===== src/rtl/tl_xbar_pkg.sv =====
// tl_xbar_pkg: types and constants shared by the TileLink crossbar blocks.
// Holds the demux input FSM state enum and the depth of the decoupling FIFO.
// No ports; import with tl_xbar_pkg::*.
package tl_xbar_pkg;

  // Input-side FSM of tl_demux_burst: waiting for a first beat, or locked
  // onto a multi-beat message.
  typedef enum logic [0:0] {
    DMX_IDLE  = 1'b0,
    DMX_BURST = 1'b1
  } dmx_state_e;

  // Entries in the skid FIFO between source and sinks.
  localparam int FIFO_DEPTH = 2;

  // Width of a counter able to hold 0..FIFO_DEPTH.
  localparam int FIFO_CNT_W = $clog2(FIFO_DEPTH + 1);

endpackage


===== src/rtl/tl_skid_fifo.sv =====
// tl_skid_fifo: 2-entry width-parametrised valid/ready FIFO with registered outputs.
// Latency: a word pushed at edge t is visible on pop_valid/pop_data after edge t.
// Backpressure: push_ready = (count < 2), taken only from registered state.
//
// Ports:
//   clk_i, rst_i            clock, asynchronous active-high reset
//   push_valid/ready/data   write side
//   pop_valid/ready/data    read side; pop_data is the head entry, held until popped
module tl_skid_fifo
  import tl_xbar_pkg::*;
#(
  parameter int W = 8
) (
  input  logic         clk_i,
  input  logic         rst_i,
  input  logic         push_valid,
  output logic         push_ready,
  input  logic [W-1:0] push_data,
  output logic         pop_valid,
  input  logic         pop_ready,
  output logic [W-1:0] pop_data
);

  // slot0 is always the head; slot1 is only meaningful when cnt == 2.
  logic [W-1:0]          slot0;
  logic [W-1:0]          slot1;
  logic [FIFO_CNT_W-1:0] cnt;
  logic                  push;
  logic                  pop;

  assign push_ready = (cnt < FIFO_CNT_W'(FIFO_DEPTH));
  assign pop_valid  = (cnt != '0);
  assign pop_data   = slot0;
  assign push       = push_valid && push_ready;
  assign pop        = pop_valid && pop_ready;

  always_ff @(posedge clk_i or posedge rst_i) begin
    if (rst_i) begin
      cnt   <= '0;
      slot0 <= '0;
      slot1 <= '0;
    end else begin
      case ({push, pop})
        2'b10: begin
          if (cnt == '0) slot0 <= push_data;
          else           slot1 <= push_data;
          cnt <= cnt + FIFO_CNT_W'(1);
        end
        2'b01: begin
          slot0 <= slot1;
          cnt   <= cnt - FIFO_CNT_W'(1);
        end
        2'b11: begin
          // push_ready excludes cnt == 2, so cnt is 1 here and the new
          // word becomes the head straight away.
          slot0 <= push_data;
        end
        default: ;
      endcase
    end
  end

endmodule


===== src/rtl/tl_demux_burst.sv =====
// tl_demux_burst: registered, burst-aware 1-to-N demux; route locked for a whole message.
// Latency: beat accepted at edge t is on valid_o/data_o after edge t; no valid_i/data_i->output path.
// Backpressure: ready_o = FIFO not full for in-range traffic; out-of-range stalls unless error sink.
//
// Build option: define TL_DEMUX_ERR_SINK_EN to accept and drop out-of-range messages
// (err_o pulses once per dropped message); otherwise such traffic stalls and err_o = 0.
//
// Ports:
//   clk_i, rst_i   clock, asynchronous active-high reset
//   valid_i/ready_o/data_i, sel_i, beats_i   source beat; sel_i/beats_i used on first beat only
//   valid_o[N], ready_i[N], data_o[N*DATA_W]  sinks; data_o is the FIFO head on every lane
//   busy_o         high while a multi-beat message is locked
//   err_o          one-cycle pulse when a message is dropped
module tl_demux_burst
  import tl_xbar_pkg::*;
#(
  parameter int N      = 4,
  parameter int DATA_W = 64,
  parameter int SEL_W  = 2,
  parameter int BEAT_W = 4
) (
  input  logic                clk_i,
  input  logic                rst_i,
  input  logic                valid_i,
  output logic                ready_o,
  input  logic [DATA_W-1:0]   data_i,
  input  logic [SEL_W-1:0]    sel_i,
  input  logic [BEAT_W-1:0]   beats_i,
  output logic [N-1:0]        valid_o,
  input  logic [N-1:0]        ready_i,
  output logic [N*DATA_W-1:0] data_o,
  output logic                busy_o,
  output logic                err_o
);

  localparam int SW1 = SEL_W + 1;
  // N widened by one bit so the range test also works when N == 2^SEL_W.
  localparam logic [SEL_W:0] N_EXT = SW1'(N);

  dmx_state_e        state_q;
  dmx_state_e        state_d;
  logic [SEL_W-1:0]  sel_q;
  logic [BEAT_W-1:0] rem_q;

  logic [SEL_W-1:0]  eff_sel;
  logic              in_range;
  logic              accept;
  logic              fifo_ready;
  logic              head_vld;
  logic              head_pop;
  logic [SEL_W-1:0]  head_sel;
  logic [DATA_W-1:0] head_dat;

  // Route source: the first beat carries its own select, later beats reuse the locked one.
  assign eff_sel  = (state_q == DMX_BURST) ? sel_q : sel_i;
  assign in_range = ({1'b0, eff_sel} < N_EXT);
  assign accept   = valid_i && ready_o;
  assign busy_o   = (state_q == DMX_BURST);

`ifdef TL_DEMUX_ERR_SINK_EN
  logic err_q;

  // Out-of-range beats are swallowed regardless of FIFO fill.
  assign ready_o = !rst_i && (!in_range || fifo_ready);
  assign err_o   = err_q;

  // Only the first beat of a dropped message raises err_o.
  always_ff @(posedge clk_i or posedge rst_i) begin
    if (rst_i) err_q <= 1'b0;
    else       err_q <= accept && !in_range && (state_q == DMX_IDLE);
  end
`else
  assign ready_o = !rst_i && in_range && fifo_ready;
  assign err_o   = 1'b0;
`endif

  // FSM state register.
  always_ff @(posedge clk_i or posedge rst_i) begin
    if (rst_i) state_q <= DMX_IDLE;
    else       state_q <= state_d;
  end

  // FSM next state: a single-beat message never leaves IDLE; a burst ends
  // on the beat accepted with one beat remaining.
  always_comb begin
    state_d = state_q;
    case (state_q)
      DMX_IDLE:  if (accept && (beats_i != '0))      state_d = DMX_BURST;
      DMX_BURST: if (accept && (rem_q == BEAT_W'(1))) state_d = DMX_IDLE;
      default:   state_d = DMX_IDLE;
    endcase
  end

  // Locked select and remaining-beat counter. rem_q is never decremented
  // below 1 because the burst closes on that beat.
  always_ff @(posedge clk_i or posedge rst_i) begin
    if (rst_i) begin
      sel_q <= '0;
      rem_q <= '0;
    end else if (accept) begin
      if (state_q == DMX_IDLE) begin
        sel_q <= sel_i;
        rem_q <= beats_i;
      end else begin
        rem_q <= rem_q - BEAT_W'(1);
      end
    end
  end

  tl_skid_fifo #(
    .W(SEL_W + DATA_W)
  ) u_fifo (
    .clk_i      (clk_i),
    .rst_i      (rst_i),
    .push_valid (accept && in_range),
    .push_ready (fifo_ready),
    .push_data  ({eff_sel, data_i}),
    .pop_valid  (head_vld),
    .pop_ready  (head_pop),
    .pop_data   ({head_sel, head_dat})
  );

  // One-hot decode of the head's destination.
  always_comb begin
    valid_o = '0;
    for (int k = 0; k < N; k++) begin
      if (head_vld && (head_sel == SEL_W'(k))) valid_o[k] = 1'b1;
    end
  end

  // Only the addressed sink's ready matters since valid_o is one-hot.
  assign head_pop = |(valid_o & ready_i);
  assign data_o   = {N{head_dat}};

endmodule


===== config.mk =====
export PLATFORM = sky130hd
export DESIGN_NAME = tl_demux_burst
export DESIGN_NICKNAME = d
export VERILOG_FILES = /design/src/rtl/tl_xbar_pkg.sv /design/src/rtl/tl_skid_fifo.sv /design/src/rtl/tl_demux_burst.sv
export SDC_FILE = /design/constraint.sdc
export NUM_CORES = 1
export LEC_CHECK = 0
export BUFFER_PORTS_ARGS = -buffer_cell sky130_fd_sc_hd__clkbuf_2
export CAP_MARGIN = 10
export CORE_MARGIN = 10
export CORE_UTILIZATION = 48
export DETAILED_ROUTE_END_ITERATION = 8
export PLACE_DENSITY = 0.81
export REMOVE_ABC_BUFFERS = 1
export SKIP_LAST_GASP = 1
export SLEW_MARGIN = 20
export SYNTH_ARGS = -nofsm -noshare
export SYNTH_HDL_FRONTEND = slang
export SYNTH_SLANG_ARGS = --single-unit

===== constraint.sdc =====
create_clock -name clk_i -period 9.35 [get_ports clk_i]
set_clock_uncertainty 0.05 [all_clocks]
set_input_delay 1.4025 -clock clk_i [delete_from_list [all_inputs] [get_ports clk_i]]
set_output_delay 1.4025 -clock clk_i [all_outputs]
set_load 0.05 [all_outputs]

* After elaboration in Yosys (flattened, before gate mapping) *
Index checks and enable logic that the tools add are counted.

storage, ports and cells
  register bits after elaboration = 141
  output and inout port bits = 263

operators by class
  add/sub/neg operators = 3
  order comparisons = 1
  equal/unequal tests = 8
  muxes and demuxes = 12
  bitwise logic cells = 3
  reductions and logical operators = 20

operators with widths
  cell                                                                      number
  66-bit one-hot mux with 3 select lines                                    1
  66-bit two-way mux                                                        1
  1-bit logical AND                                                         10
  2-bit == test (second input constant)                                     4
  1-bit two-way mux                                                         6
  4-bit bitwise AND                                                         1
  2-bit by 1-bit == test with 1-bit output (second input constant)          2
  4-bit by 1-bit == test with 1-bit output (second input constant)          1
  2-bit logical NOT                                                         2
  4-bit two-way mux                                                         1
  2-bit one-hot mux with 2 select lines                                     1
  2-bit AND reduction                                                       2
  2-bit nonzero test                                                        2
  4-bit nonzero test                                                        1
  4-bit OR reduction                                                        1
  4-bit by 1-bit subtractor with 4-bit output (second input constant)       1
  3-bit nonzero test                                                        1
  2-bit by 1-bit adder with 2-bit output (second input constant)            1
  2-bit < comparator (second input constant)                                1
  2-bit two-way mux                                                         1
  2-bit by 1-bit inequality test with 1-bit output (second input constant)  1
  1-bit NOT                                                                 2
  1-bit one-hot mux with 2 select lines                                     1
  2-bit by 1-bit subtractor with 2-bit output (second input constant)       1
  1-bit logical NOT                                                         1

* Longest topological paths before layout *
Gate-level depths: netlist of run 1.

  depth after elaboration = 9
  depth in mapped cells = 10
  depth with buffers taken out = 7

* Cells and area by module *
A second synthesis of run 1 with hierarchy kept.

second synthesis, totals
  cells, all modules = 617
  area total of the unflattened synthesis = 7968.9 um2

by module, submodules not included
  module          instances  cells each  area an instance (um2)
  tl_skid_fifo    1          369         6030.8
  tl_demux_burst  1          248         1938.1

* Least setup slack after synthesis of run 1 *
OpenSTA, ideal clock, no wires.

  kind = input -> register
  start point = input port rst_i
  end point = register u_fifo.slot1[0]
  setup time = 0.125 ns
  arrival = 3.408 ns
  setup slack = 5.767 ns
  stages on the path = 9
  cells stage by stage = nor2_1 > nand2_1 > inv_1 > buf_2 > ha_1 > o21ai_0 > buf_2 > buf_2 > mux2_2

on the way
  longest elaborated chain between the ends = 6

RTL lines
  what                           RTL line              text
  start: declaration             tl_demux_burst.sv:23  input logic rst_i,
  1-bit logical NOT (no line)    -
  1-bit logical AND              tl_demux_burst.sv:73  assign ready_o = !rst_i && in_range && fifo_ready;
  1-bit logical AND              tl_demux_burst.sv:57  assign accept = valid_i && ready_o;
  1-bit logical AND              tl_skid_fifo.sv:34    assign push = push_valid && push_ready;
  2-bit == test                  tl_skid_fifo.sv:43    case ({push, pop})
  2-bit AND reduction (no line)  -
  end signal: assignment         tl_skid_fifo.sv:46    else slot1 <= push_data;
  end: declaration               tl_skid_fifo.sv:26    logic [W-1:0] slot1;

Every way passes these cells.
A chain may end at the register's enable or synchronous reset.

* Worst setup path after layout of run 1 *
  start point = input port rst_i
  end point = output port ready_o

on the way
  longest elaborated chain between the ends = 2

RTL lines
  what                         RTL line              text
  1-bit logical NOT (no line)  -
  1-bit logical AND            tl_demux_burst.sv:73
  end: declaration             tl_demux_burst.sv:25  output logic ready_o,

Every way passes these cells.

==> flow_summary.yaml, run 1 <==
run:
  cap_violations: 0
floorplanning:
  start_util_pct: 49.4
  fp-row-count: 45
  die_area_um2: 21300
  io_pins: 340
  core-area_um2: 15400
  die_h_um: 146
  die_x_um: 146
synthesis:
  synthCells: 686
  syn-cell-area_um2: 7600
  yosysWarnings: 0
  synth_cell_types: 30
  seq_area_frac_synth_pct: 46.5
  synth_seq_cells: 141
  syn_area_per_cell_um2: 11.1
final_layout:
  fin_area_um2: 8560
  drive_gt1_share_pct: 55.2
  diodes: 0
  num-nets-final: 903
  syn_to_final_growth_pct: 12.7
setup_path:
  crit_type: "in2out"
  critPathRequiredTime_ns: 7.90
  cp.arrival_ns: 1.96
  end_kind: "primary output"
  r2r_slack_ns: 6.50
  worstSetupStartpointType: "primary input"
  path_max_fanout: 3
place:
  placed_area_um2: 7950
  gp_congestion: 0.771
  io_buffers: 338
  dpl.hpwl_um: 13200
timing:
  timing.final.crit_share_pct: 36.5
  tightest_slew_ns: 0.971
  setup_viol: 0
  fin_crit_ns: 3.42
  finalSetupTns_ns: 0
  max_slew_margin_pct: 35.0
  rsz0062_at_grt: "false"
  hold_violations: 0
  max_freq_mhz: 293
  drv_slew: 0
routing:
  avgViaCountPerCell: 4.72
  route.detailed.drc: 0
  wirelength_um: 17400
  drtPass1Iterations: 4
  wl_per_cell_um: 16.6
  drt_iter0_drc: 215
  num_vias: 4932
  final_antenna_net_count: 0
clock_network:
  clock-sinks: 141
  ctsRootBufferMaster: "clkbuf_16"
  cts_tree: "done"
  cts-htree-levels: 4
  post_cts_buffers: 0
  cts_buffers: 17
  clkSlewWorstSetupHoldPaths_ns: 0.06
  cts_resized: 0
  ctsHoldBuffers: 0
  clk_path_buf_depth: 2
  clk_latency_ns: 0.41
global_route:
  grt_start_max_net_pins: 79
  grt_pass1_vias: 5326
  grt_overflow: 0
  antenna_found_initial: 0
  track_usage_pct: 16.0
  grt_pass1_wl_um: 28000
run_status:
  status: "finished clean"
worst_hold_path:
  hold_path_class: "reg2reg"
metrics by stage:
stage | hold WS (ns) | worst slack (ns) | utilization [%] | cells
after global routing | 0.463 | 5.88 | 55.7 | 1046
after detailed placement | 0.443 | 5.58 | 51.7 | 1014
after CTS | 0.456 | 5.93 | 55.7 | 1046
after floorplan | 0.415 | 3.47 | - | 461
after global placement | 0.432 | 5.65 | 51.7 | 1014
final | 0.452 | 5.93 | 55.7 | 1046
cells by family after synthesis:
kind of cell | count (synthesis) | synth area share (%)
AOI/OAI and AO/OA | 83 | 6.52
xor gates and xnor gates | 3 | 0.346
adders and majority gates | 4 | 0.659
buffers and inverters | 232 | 22.2
DFF | 141 | 46.5
muxes | 139 | 19.5
other | 1 | 0.0494
and+or+nand+nor | 83 | 4.32
area by class of cell:
| class | instances | area [um2] |
|---|---|---|
| clock buffer | 23 | 498 |
| multi-input combinational | 313 | 2410 |
| timing repair buffer | 342 | 1720 |
| clock inverter | 9 | 108 |
| tap | 211 | 264 |
| fill | 1348 | 6810 |
| inverter | 7 | 31.3 |
| sequential | 141 | 3530 |
path summary, 6_finish.rpt:
check,cells past startpoint,start,endpoint
setup / recovery,3,rst_i,ready_o
hold / removal,1,u_fifo.slot1[4],u_fifo.slot1[4]
setup reg to reg,7,u_fifo.cnt[1],u_fifo.pop_data[31]
hold reg to reg,1,u_fifo.slot1[4],u_fifo.slot1[4]
max in group asynchronous,3,rst_i,u_fifo.slot1[9]
min in group asynchronous,2,rst_i,rem_q[0]
cells in the final DEF, fill, tap and decap left out, drive strengths merged, types with 3 or more instances in the layout:
cell,instances
a21oi,3
buf,4
clkbuf,361
clkinv,4
dfrtp,141
ha,4
inv,8
mux2,70
mux2i,69
nand2,68
nand3,3
nor2,8
o21ai,74
state kept, by name, indices dropped and copies added (netlist names):
register,flops
u_fifo.pop_data,66
u_fifo.slot1,66
rem_q,4
sel_q,2
u_fifo.cnt,2
busy_o,1
cell usage after synthesis:
library cell / count / area, um2
buf_4: 194 / 1460
dfrtp_1: 141 / 3530
mux2_2: 70 / 788
mux2i_1: 69 / 691
nand2_1: 68 / 255
o21ai_0: 39 / 195
o21ai_1: 21 / 105
o21ai_2: 14 / 123
buf_2: 12 / 60.1
clkbuf_1: 9 / 33.8
buf_6: 8 / 90.1
nor2_1: 8 / 30.0
inv_1: 7 / 26.3
ha_1: 4 / 50.1
a21oi_1: 3 / 15.0
nand3_1: 3 / 15.0
o22ai_1: 2 / 12.5
xnor2_1: 2 / 17.5
buf_1: 1 / 3.75
buf_8: 1 / 15.0
conb_1: 1 / 3.75
nand2b_1: 1 / 6.26
nor2b_1: 1 / 6.26
nor3_1: 1 / 5.00
o21bai_1: 1 / 7.51
o221a_4: 1 / 20.0
o22a_1: 1 / 8.76
o41ai_1: 1 / 8.76
or4b_1: 1 / 10.0
xor2_1: 1 / 8.76
critical path, cell delays in order:
cell and delay [ns]:
clkbuf_2 0.13, nor2_1 0.13, clkbuf_2 0.31
layer usage:
layer / part of all wire (%) / up-vias / wire (um) / global-route usage [%]
li1: - / 2374 / - / -
met1: 39 / 2358 / 6770 / 17.1
met2: 53 / 186 / 9180 / 28.8
met3: 7.1 / 14 / 1230 / 5.50
met4: 0.97 / 0 / 169 / 5.36
met5: 0 / - / 0 / 0
Power of run 1 is not shown: default switching activity piles up to over one toggle a cycle in this logic, so the estimate is an artifact.
==> run 2, diff against run 1 <==
- ABC_AREA: unset -> 1
- CORE_UTILIZATION: 48 -> 44
- PLACE_DENSITY: 0.81 -> 0.78
- clock period: 9.35 -> 2.88 ns (I/O delays scaled with it)
==> flow_summary.yaml, run 2 <==
setup_path:
  r2r_start: "u_fifo.cnt[0]"
  reg2reg_depth: 13
  crit_type: "reg2reg"
  r2r_end: "u_fifo.pop_data[65]"
  cp.arrival_ns: 2.76
  r2r_slack_ns: 0.36
  worstSetupStartpointType: "flop"
  critPathRequiredTime_ns: 3.12
  end_kind: "flop"
  path_max_fanout: 67
synthesis:
  synth_edf_count: 0
  synth_cell_types: 24
  yosysWarnings: 0
  seq_area_frac_synth_pct: 44.8
  synth_top_area_share_pct: 44.8
  synth_top_area_cell: "dfrtp_1"
  syn-cell-area_um2: 7870
  synthFlopType: "dfrtp_1"
  syn_area_per_cell_um2: 7.92
  async_reset_ff_share_pct: 100
  synth_seq_cells: 141
  synthCells: 994
  synthTopCellsByCount: "282 x nand2_1, 197 x buf_4, 144 x o21ai_0, 141 x dfrtp_1, 81 x inv_1"
  synth_area_leaders: "dfrtp_1 45%, buf_4 19%, nand2_1 13%, o21ai_0 9.2%, nand3_1 4.5%"
  yosysMostFrequentCell: "nand2_1"
global_route:
  grt_start_max_net_pins: 73
  grt_pass1_wl_um: 33100
  grt_pass1_vias: 6455
  antenna_found_initial: 2
  track_usage_pct: 16.9
  grt_overflow: 0
clock_network:
  clock-sinks: 141
  ctsRootBufferMaster: "clkbuf_16"
  ctsHoldBuffers: 0
  cts_tree: "done"
  cts_resized: 0
  clk_latency_ns: 0.41
  clkSlewWorstSetupHoldPaths_ns: 0.06
  cts-htree-levels: 4
  cts_buffers: 17
  clk_path_buf_depth: 2
  post_cts_buffers: 0
timing:
  finalSetupTns_ns: 0
  tightest_slew_ns: 0.656
  max_slew_margin_pct: 56.2
  timing.final.crit_share_pct: 87.3
  max_freq_mhz: 398
  rsz0062_at_grt: "false"
  hold_violations: 0
  fin_crit_ns: 2.52
  setup_viol: 0
  drv_slew: 0
run:
  cap_violations: 0
place:
  dpl.hpwl_um: 14800
  dp_cells: 1325
  io_buffers: 338
  gp_congestion: 0.828
routing:
  route.detailed.drc: 0
  drt_iter0_drc: 338
  num_vias: 6397
  wirelength_um: 20400
  drtPass1Iterations: 6
  avgViaCountPerCell: 4.71
  wl_per_cell_um: 15.0
  final_antenna_net_count: 0
floorplanning:
  core-area_um2: 17400
  die_x_um: 154
  start_util_pct: 45.2
  die_h_um: 154
  fp-row-count: 48
  die_area_um2: 23600
  io_pins: 340
final_layout:
  diodes: 0
  drive_gt1_share_pct: 34.4
  final_cells: 1357
  mostFrequentLayoutCells: "338 x clkbuf_2, 281 x nand2_1, 144 x o21ai_0"
  layout_commonest_cell: "clkbuf_2"
  num-nets-final: 1200
  syn_to_final_growth_pct: 12.2
worst_hold_path:
  hold_path_class: "in2async"
run_status:
  status: "finished clean"
[run 2: changes by cell type in the layout (fill, tap and decap cells not counted), sizes merged, moves of 7 or more]
cell   change
inv       +75
buf        +7
mux2      -70
nand2    +217
o21ai     +70
nand3     +68
mux2i     -69
[run 2: metal layers]
metal / wire, um / global-route usage (%) / vias up
met5: 29 / 0 / -
li1: - / - / 3168
met3: 1520 / 6.44 / 14
met1: 8420 / 19.2 / 2967
met4: 190 / 4.68 / 4
met2: 10200 / 29.0 / 244
[run 2: stage by stage]
stage	instance area (um2)	setup slack [ns]	hold WS, ns	utilization, %
2_1_floorplan	6170	-1.38	0.403	-
3_5_place_dp	8290	0.418	0.424	47.6
4_1_cts	8830	0.350	0.0697	50.7
6_report	8830	0.364	0.0757	50.7
5_1_grt	8830	0.0545	0.0907	50.7
3_3_place_gp	8270	0.347	0.415	47.5
[run 2: worst max path at each step]
stage,startpoint,to,slack (ns),cells past startpoint
floorplan,rst_i,busy_o,-1.38,1
global placement,u_fifo.cnt[0],u_fifo.pop_data[65],0.35,12
detailed placement,u_fifo.cnt[0],u_fifo.pop_data[7],0.42,11
CTS,u_fifo.cnt[0],u_fifo.pop_data[65],0.35,12
global route,u_fifo.pop_data[65],u_fifo.pop_data[65],0.05,13
finish,u_fifo.cnt[0],u_fifo.pop_data[65],0.36,13
[run 2: logic make-up after synthesis]
| kind of cell | share of synthesized area (%) |
|---|---|
| xor+xnor | 0.223 |
| simple gates | 19.2 |
| compound gates | 9.46 |
| other cells | 0.0477 |
| flops | 44.8 |
| buf+inv | 25.6 |
| fa+ha+maj | 0.636 |
[run 2: final cells by class]
class | count | area (um2)
inverter | 83 | 317
clock buffer | 20 | 447
tap | 225 | 282
sequential | 141 | 3530
fill | 1671 | 8590
multi-input combinational | 527 | 2350
clock inverter | 12 | 97.6
timing repair buffer | 349 | 1810
[run 2: worst max-delay path, stage by stage, from the launching register on]
cell and delay [ns]:
dfrtp_1 0.40, inv_2 0.06, nand2_2 0.14, nand3_1 0.11, nand2_1 0.12, nor2_4 0.04
inv_1 0.09, ha_4 0.55, buf_12 0.32, inv_1 0.13, nand2_1 0.11, o21ai_0 0.12
nand2_1 0.09, nand2_1 0.05
Power of run 2 is left out for the same reason.
